File: src/rtl/coin_tracker_pkg.sv
`default_nettype none
// ============================================================================
// Module      : coin_tracker_pkg
// Description : Shared constants for the coin tracker: one-hot FSM state
//               encoding and default configuration values.
// Revision    : 1.0 - initial release
// ============================================================================
package coin_tracker_pkg;

   // One-hot state encoding; bit positions map directly onto the
   // q_Idle / q_Run / q_Done output flags.
   localparam logic [2:0] ST_IDLE = 3'b001;
   localparam logic [2:0] ST_RUN  = 3'b010;
   localparam logic [2:0] ST_DONE = 3'b100;

   localparam int unsigned NUM_COINS_DEF = 5;
   localparam int unsigned CNT_MAX_DEF   = 99;

endpackage : coin_tracker_pkg
`default_nettype wire

File: src/rtl/coin_tracker_bcd_sat_counter.sv
`default_nettype none
// ============================================================================
// Module      : bcd_sat_counter
// Description : Two-digit BCD incrementer that saturates at CNT_MAX.
//               Synchronous clear has priority over the increment enable.
// Ports       : clk     - clock, rising edge
//               rst     - synchronous active-high reset (count -> 00)
//               i_clr   - synchronous clear of the count
//               i_en    - increment by one (ignored at saturation)
//               o_ones  - BCD ones digit
//               o_tens  - BCD tens digit
// Revision    : 1.0 - initial release
// ============================================================================
module bcd_sat_counter #(
   parameter int unsigned CNT_MAX = 99
) (
   input  logic       clk,
   input  logic       rst,
   input  logic       i_clr,
   input  logic       i_en,
   output logic [3:0] o_ones,
   output logic [3:0] o_tens
);

   localparam logic [3:0] C_MAX_ONES = 4'(CNT_MAX % 10);
   localparam logic [3:0] C_MAX_TENS = 4'(CNT_MAX / 10);

   logic [3:0] ones_q, ones_d;
   logic [3:0] tens_q, tens_d;
   logic       at_max;

   assign at_max = (tens_q == C_MAX_TENS) && (ones_q == C_MAX_ONES);

   always_comb begin
      ones_d = ones_q;
      tens_d = tens_q;
      if (i_clr) begin
         ones_d = 4'd0;
         tens_d = 4'd0;
      end else if (i_en && !at_max) begin
         if (ones_q == 4'd9) begin
            ones_d = 4'd0;
            tens_d = tens_q + 4'd1;
         end else begin
            ones_d = ones_q + 4'd1;
         end
      end
   end

   always_ff @(posedge clk) begin
      if (rst) begin
         ones_q <= 4'd0;
         tens_q <= 4'd0;
      end else begin
         ones_q <= ones_d;
         tens_q <= tens_d;
      end
   end

   assign o_ones = ones_q;
   assign o_tens = tens_q;

endmodule : bcd_sat_counter
`default_nettype wire

File: src/rtl/coin_tracker.sv
`default_nettype none
// ============================================================================
// Module      : coin_tracker
// Description : Tracks on-screen coin slot visibility and the collected-coin
//               count for one run (IDLE -> RUN -> DONE -> IDLE).
//               Optional feature macro: COIN_TRACKER_COUNT_EN enables the BCD
//               coin counter; without it coin_ones/coin_tens are constant 0.
// Ports       : Clk           - clock, rising edge
//               reset         - synchronous active-high reset
//               Start         - begin a run (IDLE only)
//               Stop          - end a run (RUN only), beats same-cycle events
//               Ack           - return to IDLE (DONE only)
//               get_zero      - bird overlaps slot 0
//               shift_coin    - rising edge advances the slots by one
//               show_coin     - per-slot visibility mask
//               coin_ones     - BCD ones digit of the count
//               coin_tens     - BCD tens digit of the count
//               collect_pulse - one-cycle strobe per collected coin
//               q_Idle/q_Run/q_Done - one-hot registered state flags
// Revision    : 1.0 - initial release
// ============================================================================
module coin_tracker
   import coin_tracker_pkg::*;
#(
   parameter int unsigned NUM_COINS = NUM_COINS_DEF,
   parameter int unsigned CNT_MAX   = CNT_MAX_DEF
) (
   input  logic                 Clk,
   input  logic                 reset,
   input  logic                 Start,
   input  logic                 Stop,
   input  logic                 Ack,
   input  logic                 get_zero,
   input  logic                 shift_coin,
   output logic [NUM_COINS-1:0] show_coin,
   output logic [3:0]           coin_ones,
   output logic [3:0]           coin_tens,
   output logic                 collect_pulse,
   output logic                 q_Idle,
   output logic                 q_Run,
   output logic                 q_Done
);

   localparam logic [NUM_COINS-1:0] C_ALL_ONES  = {NUM_COINS{1'b1}};
   localparam logic [NUM_COINS-1:0] C_CLR_SLOT0 = {{(NUM_COINS-1){1'b1}}, 1'b0};

   logic [2:0]           state_q, state_d;
   logic                 shift_prev_q, shift_prev_d;
   logic [NUM_COINS-1:0] show_coin_q, show_coin_d;
   logic                 collect_pulse_q, collect_pulse_d;

   logic                 run_active;
   logic                 shift_edge;
   logic                 collect;

   // Events only count in RUN when Stop is not ending the run this cycle.
   assign run_active = (state_q == ST_RUN) && !Stop;
   assign shift_edge = shift_coin && !shift_prev_q;
   assign collect    = run_active && get_zero && show_coin_q[0];

   always_comb begin
      state_d = state_q;
      case (state_q)
         ST_IDLE: if (Start) state_d = ST_RUN;
         ST_RUN:  if (Stop)  state_d = ST_DONE;
         ST_DONE: if (Ack)   state_d = ST_IDLE;
         default:            state_d = ST_IDLE;
      endcase
   end

   // History register tracks shift_coin in every state so that a level
   // already high when the run starts is not seen as an edge.
   assign shift_prev_d = shift_coin;

   always_comb begin
      show_coin_d     = show_coin_q;
      collect_pulse_d = 1'b0;
      if (state_q == ST_IDLE) begin
         show_coin_d = C_ALL_ONES;
      end else if (run_active) begin
         // A shift moves the collected slot 0 out anyway, so on a combined
         // collect+shift the plain shift of the old mask is the result.
         if (shift_edge) begin
            show_coin_d = {1'b1, show_coin_q[NUM_COINS-1:1]};
         end else if (collect) begin
            show_coin_d = show_coin_q & C_CLR_SLOT0;
         end
         collect_pulse_d = collect;
      end
   end

   always_ff @(posedge Clk) begin
      if (reset) begin
         state_q         <= ST_IDLE;
         shift_prev_q    <= 1'b0;
         show_coin_q     <= C_ALL_ONES;
         collect_pulse_q <= 1'b0;
      end else begin
         state_q         <= state_d;
         shift_prev_q    <= shift_prev_d;
         show_coin_q     <= show_coin_d;
         collect_pulse_q <= collect_pulse_d;
      end
   end

   assign show_coin     = show_coin_q;
   assign collect_pulse = collect_pulse_q;
   assign q_Idle        = state_q[0];
   assign q_Run         = state_q[1];
   assign q_Done        = state_q[2];

`ifdef COIN_TRACKER_COUNT_EN
   logic count_clr;

   // Count is cleared on entering RUN so the previous total stays visible
   // through DONE and IDLE.
   assign count_clr = (state_q == ST_IDLE) && Start;

   bcd_sat_counter #(
      .CNT_MAX (CNT_MAX)
   ) u_bcd_sat_counter (
      .clk    (Clk),
      .rst    (reset),
      .i_clr  (count_clr),
      .i_en   (collect),
      .o_ones (coin_ones),
      .o_tens (coin_tens)
   );
`else
   logic unused_cnt_max;

   assign unused_cnt_max = |CNT_MAX;
   assign coin_ones      = 4'd0;
   assign coin_tens      = 4'd0;
`endif

endmodule : coin_tracker
`default_nettype wire

File: config.mk
export PLATFORM = sky130hd
export DESIGN_NAME = coin_tracker
export DESIGN_NICKNAME = d
export VERILOG_FILES = /design/src/rtl/coin_tracker_pkg.sv /design/src/rtl/coin_tracker_bcd_sat_counter.sv /design/src/rtl/coin_tracker.sv
export SDC_FILE = /design/constraint.sdc
export NUM_CORES = 1
export LEC_CHECK = 0
export CORE_MARGIN = 2
export CORE_UTILIZATION = 34
export DETAILED_ROUTE_END_ITERATION = 8
export GPL_ROUTABILITY_DRIVEN = 0
export PLACE_DENSITY = 0.74
export SYNTH_ARGS = -nofsm -noshare
export SYNTH_HDL_FRONTEND = slang
export SYNTH_HIERARCHICAL = 1
export SYNTH_SLANG_ARGS = --single-unit
File: constraint.sdc
create_clock -name Clk -period 1.52 [get_ports Clk]
set_clock_uncertainty 0.1 [all_clocks]
set_input_delay 0.152 -clock Clk [delete_from_list [all_inputs] [get_ports Clk]]
set_output_delay 0.152 -clock Clk [all_outputs]
set_load 0.02 [all_outputs]
==> impl_metrics.toml, run 1 <==
[drt]
drc = 0
drt_first_pass_iters = 4
ant_nets = 0
vias = 444
drt-total-wl_um = 1060
viasPerCell = 4.72
wl_per_cell_um = 11.3
drt-initial-drc-count = 4

[clocking]
cts_buffer_depth = 2
cts_inserted_buffers = 3
cts-root-buf = "clkbuf_4"
holdBufCountCts = 0
cts_tree = "built"
clock-sinks = 10
clk_pin_slew_worst_paths_ns = 0.07
worstSkewPairLatency_ns = 0.27
cts.htree.levels = 1

[power_and_ir_drop]
p_total_uw = 613
comb_power_share = 0.155
p_per_area_nw_per_um2 = 825
seq_power_share = 0.442
p_sw_frac = 0.255
pwr-share-clk = 0.402
p_switching_uw = 156
p_leak_uw = 0.000317
peakVddDrop_v = 0.000368
p_int_uw = 457

[flow_run]
maxCapViolations = 0

[critical_path]
worstSetupPathType = "reg -> reg"
rr_endpoint = "show_coin[2]$_SDFFE_PP1P_"
crit_family = "simple AND/OR/NAND/NOR gates"
arrival_ns = 1.63
reg2reg_depth = 4
startpoint_type = "register"
crit_chain = "or3b_4 -> or3_4 -> buf_6 -> o211ai_1"
regToRegSetupSlack_ns = -0.02
crit_buf_inv = 1
cpPeakStageDelay_ns = 0.37
rr_startpoint = "state_q[1]$_SDFFE_PP0P_"
crit_fanout = 3
slowest_stage = "or3b_4"
worst_setup_path_end_kind = "register"
cp.required_ns = 1.61

[sta]
min_period_ns = 1.54
max_freq_mhz = 648
fin_tns_setup_ns = -0.0369
fin_crit_sh = 1.02
finalHoldViolCount = 0
fin_ws_ns = -0.0232
setup_viol = 2
rsz0062_at_grt = "true"
report.final.slew_viol_count = 0

[floorplan]
row_count = 13
die_x_um = 42.3
die-area_um2 = 1790
fp.coreArea_um2 = 1330
pin_count = 24
initial_core_util = 0.374
die_height_um = 42.3

[synth]
syn_area_per_cell_um2 = 9.42
ys_warn_count = 6
syn_area_um2 = 499
async_reset_ff_frac = 0
synth-edff-count = 0
synth-seq-area-share = 0.401
ys_ff_latch = 10
synthFlopType = "dfxtp_1"
ys_types = 27
syn_inst = 53

[min_path]
hp-class = "reg -> reg"
hold_path_end = "collect_pulse$_SDFF_PP0_"
min_from = "show_coin[0]$_SDFFE_PP1P_"
min_path_cells = 2

[place]
io_buffers = 15
place_ws_ns = -0.253
hpwlAfterDp_um = 820
dp_cells = 90
placed_area_um2 = 703

[grt]
grt_pass1_vias = 415
grt_max_degree = 10
antenna_found_initial = 0
grt_pass1_wl_um = 1750
grt-ovfl-total = 0
grtUsageTotal = 0.135

[layout]
final_cells = 94
layout.nets = 87
area_delta_synth_final_pct = 48.9
fillers = 132
stdcell_area_um2 = 743
drive_above_1_share = 0.241
n_antenna_cell = 0

[outcome]
outcome = "complete, but fails checks"
violations = "negative setup slack"
## per-stage QoR
stage	utilization	hold slack [ns]
after floorplan	-	0.115
after global placement	0.527	0.348
after detailed placement	0.527	0.351
after CTS	0.553	0.354
after global routing	0.557	0.378
final	0.557	0.356
## cells by family (layout without fill, tap and decap cells)
kind of cell | Yosys count | after routing | share of synthesized area
and+or+nand+nor | 20 | 20 | 0.293
other | 1 | 8 | 0.00751
DFF | 10 | 10 | 0.401
buffers and inverters | 11 | 30 | 0.143
AOI/OAI and AO/OA | 11 | 11 | 0.155
## worst register-to-register path: stages (launching register included)
cell and delay, ns:
dfxtp_4 0.35, or3b_4 0.37, or3_4 0.35, buf_6 0.13
o211ai_1 0.16
## cell type report
type / count / area, um^2 / share of cell area
multi-input combinational: 39 / 254 / 0.342
clock buffer: 4 / 36.3 / 0.0488
inverter: 2 / 7.51 / 0.0101
sequential: 10 / 205 / 0.276
tap: 15 / 18.8 / 0.0253
timing repair buffer: 24 / 221 / 0.298
## power by group through the flow
stage	logic [uW]	registers [uW]	clock network [uW]
floorplan	57.7	286	0
global placement	97.4	277	0
detailed placement	98.2	278	0
CTS	95.6	271	255
global route	103	272	269
finish	95.2	271	247
## metal layers
layer  global-route usage  part of all wire  vias to the layer above
li1                     -                 -                      226
met1                0.157              0.45                      195
met2                0.188              0.44                       19
met3               0.0603             0.082                        4
met4                0.113             0.023                        0
met5                    0                 0                        -
## flip-flops by register name, summed over array words and instances, names as in the netlist
register / flops
shift_prev_q: 1
show_coin: 5
state_q: 3
collect_pulse: 1
## worst max path at each step
| stage | startpoint | end | slack (ns) | depth (start not counted) |
|---|---|---|---|---|
| final | state_q[1]$_SDFFE_PP0P_ | show_coin[2]$_SDFFE_PP1P_ | -0.02 | 4 |
| after global routing | state_q[1]$_SDFFE_PP0P_ | show_coin[1]$_SDFFE_PP1P_ | -0.05 | 4 |
| after CTS | state_q[1]$_SDFFE_PP0P_ | show_coin[3]$_SDFFE_PP1P_ | -0.02 | 3 |
| after detailed placement | Stop | show_coin[1]$_SDFFE_PP1P_ | -0.25 | 5 |
| after global placement | Stop | show_coin[3]$_SDFFE_PP1P_ | -0.26 | 4 |
| after floorplan | state_q[1]$_SDFFE_PP0P_ | show_coin[3]$_SDFFE_PP1P_ | -0.08 | 3 |
## layout by cell type, fill, tap and decap left out
cell type / synthesis / layout
nor3b_1: 1 / 1
and3b_1: 1 / 1
conb_1: 1 / 8
or2b_1: 1 / 1
nor2b_1: 2 / 2
clkdlybuf4s50_1: 0 / 9
a21oi_1: 2 / 2
or2_2: 1 / 1
a211oi_1: 1 / 1
dfxtp_2: 0 / 1
buf_6: 0 / 1
dlygate4sd2_1: 0 / 4
dfxtp_4: 0 / 1
nor2_1: 3 / 3
o31ai_1: 2 / 2
o211ai_1: 2 / 2
o21bai_1: 1 / 1
dlymetal6s2s_1: 0 / 2
clkbuf_8: 0 / 1
nand3b_1: 2 / 2
nand2b_1: 1 / 1
nor4b_2: 1 / 1
buf_4: 8 / 8
dfxtp_1: 10 / 8
and3_1: 1 / 1
nor3_1: 1 / 1
nand3_1: 1 / 1
nor4b_1: 2 / 2
o21ai_1: 1 / 1
a211o_1: 2 / 2
or3b_4: 1 / 1
or3_4: 1 / 1
clkbuf_4: 0 / 3
inv_1: 2 / 2
## Yosys cell counts (2+ instances only)
cell,n,share of area
dfxtp_1,10,0.40
buf_4,8,0.12
nor2_1,3,0.023
a211o_1,2,0.035
a21oi_1,2,0.020
inv_1,2,0.015
nand3b_1,2,0.030
nor2b_1,2,0.025
nor4b_1,2,0.035
o211ai_1,2,0.030
o31ai_1,2,0.030
## repair_timing
item / CTS / global route
resized for setup: 5 / 2
pin swaps: 1 / 1
endpoints found under the setup margin: 7 / 6
endpoints found under the hold margin: 0 / 0
setup buffers: 0 / 0
Power figures use the tool's default switching activity.
==> inputs of run 2 (changes only) <==
--- a/config.mk
+++ b/config.mk
@@ -5,7 +5,6 @@
 export SDC_FILE = /design/constraint.sdc
 export NUM_CORES = 1
 export LEC_CHECK = 0
-export CORE_MARGIN = 2
 export CORE_UTILIZATION = 34
 export DETAILED_ROUTE_END_ITERATION = 8
 export GPL_ROUTABILITY_DRIVEN = 0
==> impl_metrics.toml, run 2 (synthesized netlist as in run 1, its figures left out) <==
[floorplan]
fp.coreArea_um2 = 1330
initial_core_util = 0.374
die_height_um = 40.3
die-area_um2 = 1630
pin_count = 24
row_count = 13
die_x_um = 40.3

[layout]
layout.nets = 87
final_cells = 94
layout_commonest_cell = "clkdlybuf4s50_1"
drive_above_1_share = 0.228
finish.utilization = 0.548
layout_common_cells = "clkdlybuf4s50_1, conb_1, dfxtp_1, buf_4, dlygate4sd2_1"
n_antenna_cell = 0
largest_reg_flops = 5
area_delta_synth_final_pct = 46.4

[flow_run]
maxCapViolations = 0

[grt]
grt_pass1_wl_um = 1570
grtUsageTotal = 0.164
grt_pass1_vias = 355
grt_max_degree = 9
antenna_found_initial = 0
grt-ovfl-total = 0

[sta]
rsz0062_at_grt = "true"
min_period_ns = 1.55
report.final.slew_viol_count = 0
max_freq_mhz = 646
finalHoldViolCount = 0
fin_ws_ns = -0.0274
fin_crit_sh = 1.02
setup_viol = 2
fin_tns_setup_ns = -0.0509

[place]
hpwlAfterDp_um = 755
dp_cells = 90
io_buffers = 15

[critical_path]
worst_setup_path_end_kind = "register"
rr_endpoint = "show_coin[2]$_SDFFE_PP1P_"
startpoint_type = "register"
crit_family = "simple AND/OR/NAND/NOR gates"
regToRegSetupSlack_ns = -0.03
rr_startpoint = "state_q[1]$_SDFFE_PP0P_"
slowest_stage = "or3b_4"
crit_buf_inv = 1
cpPeakStageDelay_ns = 0.37
worstSetupPathType = "reg -> reg"
crit_chain = "or3b_4 -> or3_4 -> buf_6 -> o211ai_1"
cp.required_ns = 1.60
arrival_ns = 1.63
crit_fanout = 3
reg2reg_depth = 4

[drt]
wl_per_cell_um = 11.3
drc = 0
drt-total-wl_um = 1060
viasPerCell = 4.89
drt-initial-drc-count = 6
drt_first_pass_iters = 4
vias = 460
ant_nets = 0

[min_path]
min_path_cells = 2
hp-class = "reg -> reg"
min_from = "show_coin[0]$_SDFFE_PP1P_"
hold_path_end = "collect_pulse$_SDFF_PP0_"

[power_and_ir_drop]
peakVddDrop_v = 0.000364
p_per_area_nw_per_um2 = 768
p_leak_uw = 0.000312

[clocking]
cts_tree = "built"
cts.htree.levels = 1
clock-sinks = 10
clk_pin_slew_worst_paths_ns = 0.07
cts-root-buf = "clkbuf_4"
worstSkewPairLatency_ns = 0.28
cts_inserted_buffers = 3
cts_buffer_depth = 2

[outcome]
violations = "negative setup slack"
outcome = "complete, but fails checks"
[run 2: through the flow]
| step | instance area, um^2 | hold WS (ns) | worst slack [ns] | power (uW) |
|---|---|---|---|---|
| after floorplan | 532 | 0.115 | -0.0848 | 344 |
| after global placement | 703 | 0.346 | -0.263 | 374 |
| after detailed placement | 703 | 0.355 | -0.264 | 375 |
| after CTS | 728 | 0.347 | -0.0367 | 571 |
| after global routing | 731 | 0.354 | -0.0673 | 594 |
| final | 731 | 0.343 | -0.0274 | 561 |
[run 2: final cells by class]
class                      instances  area, um^2
clock buffer                       4        26.3
fill                             125         603
inverter                           2        7.51
multi-input combinational         39         254
sequential                        10         205
tap                               15        18.8
timing repair buffer              24         219
[run 2: what timing repair did]
item | CTS | global route
endpoints found under the setup margin | 6 | 5
pin swaps | 1 | 2
setup buffers | 0 | 0
hold buffers | 0 | 0
resized for setup | 5 | 1
[run 2: worst register-to-register path, stage by stage (launching register included)]
cell and delay [ns]:
dfxtp_4 0.34, or3b_4 0.37, or3_4 0.34, buf_6 0.13, o211ai_1 0.17
[run 2: worst max-delay path by stage]
stage	startpoint	end	slack (ns)	cells after the start
after detailed placement	Stop	show_coin[2]$_SDFFE_PP1P_	-0.26	5
after global routing	state_q[0]$_SDFFE_PP1P_	show_coin[2]$_SDFFE_PP1P_	-0.07	4
after CTS	state_q[1]$_SDFFE_PP0P_	show_coin[2]$_SDFFE_PP1P_	-0.04	4
after global placement	Stop	show_coin[3]$_SDFFE_PP1P_	-0.26	4
after floorplan	state_q[1]$_SDFFE_PP0P_	show_coin[3]$_SDFFE_PP1P_	-0.08	3
final	state_q[1]$_SDFFE_PP0P_	show_coin[2]$_SDFFE_PP1P_	-0.03	4
[run 2: report_power, final]
group / switching (uW) / internal (uW)
combinational: 52.3 / 43.6
sequential: 3.22 / 268
clock: 92.8 / 102
[run 2: per-layer routing]
metal,track usage,routed length [um]
met5,0,0
met4,0.150,38
met3,0.0833,79
met2,0.206,459
met1,0.195,487
==> inputs of run 3 (changes only) <==
--- a/config.mk
+++ b/config.mk
@@ -6,6 +6,7 @@
 export NUM_CORES = 1
 export LEC_CHECK = 0
 export CORE_UTILIZATION = 34
+export CTS_CLUSTER_DIAMETER = 60
 export DETAILED_ROUTE_END_ITERATION = 8
 export GPL_ROUTABILITY_DRIVEN = 0
 export PLACE_DENSITY = 0.74
==> results of run 3 <==
No change in the layout: final DEF, timing and power equal those of run 2.
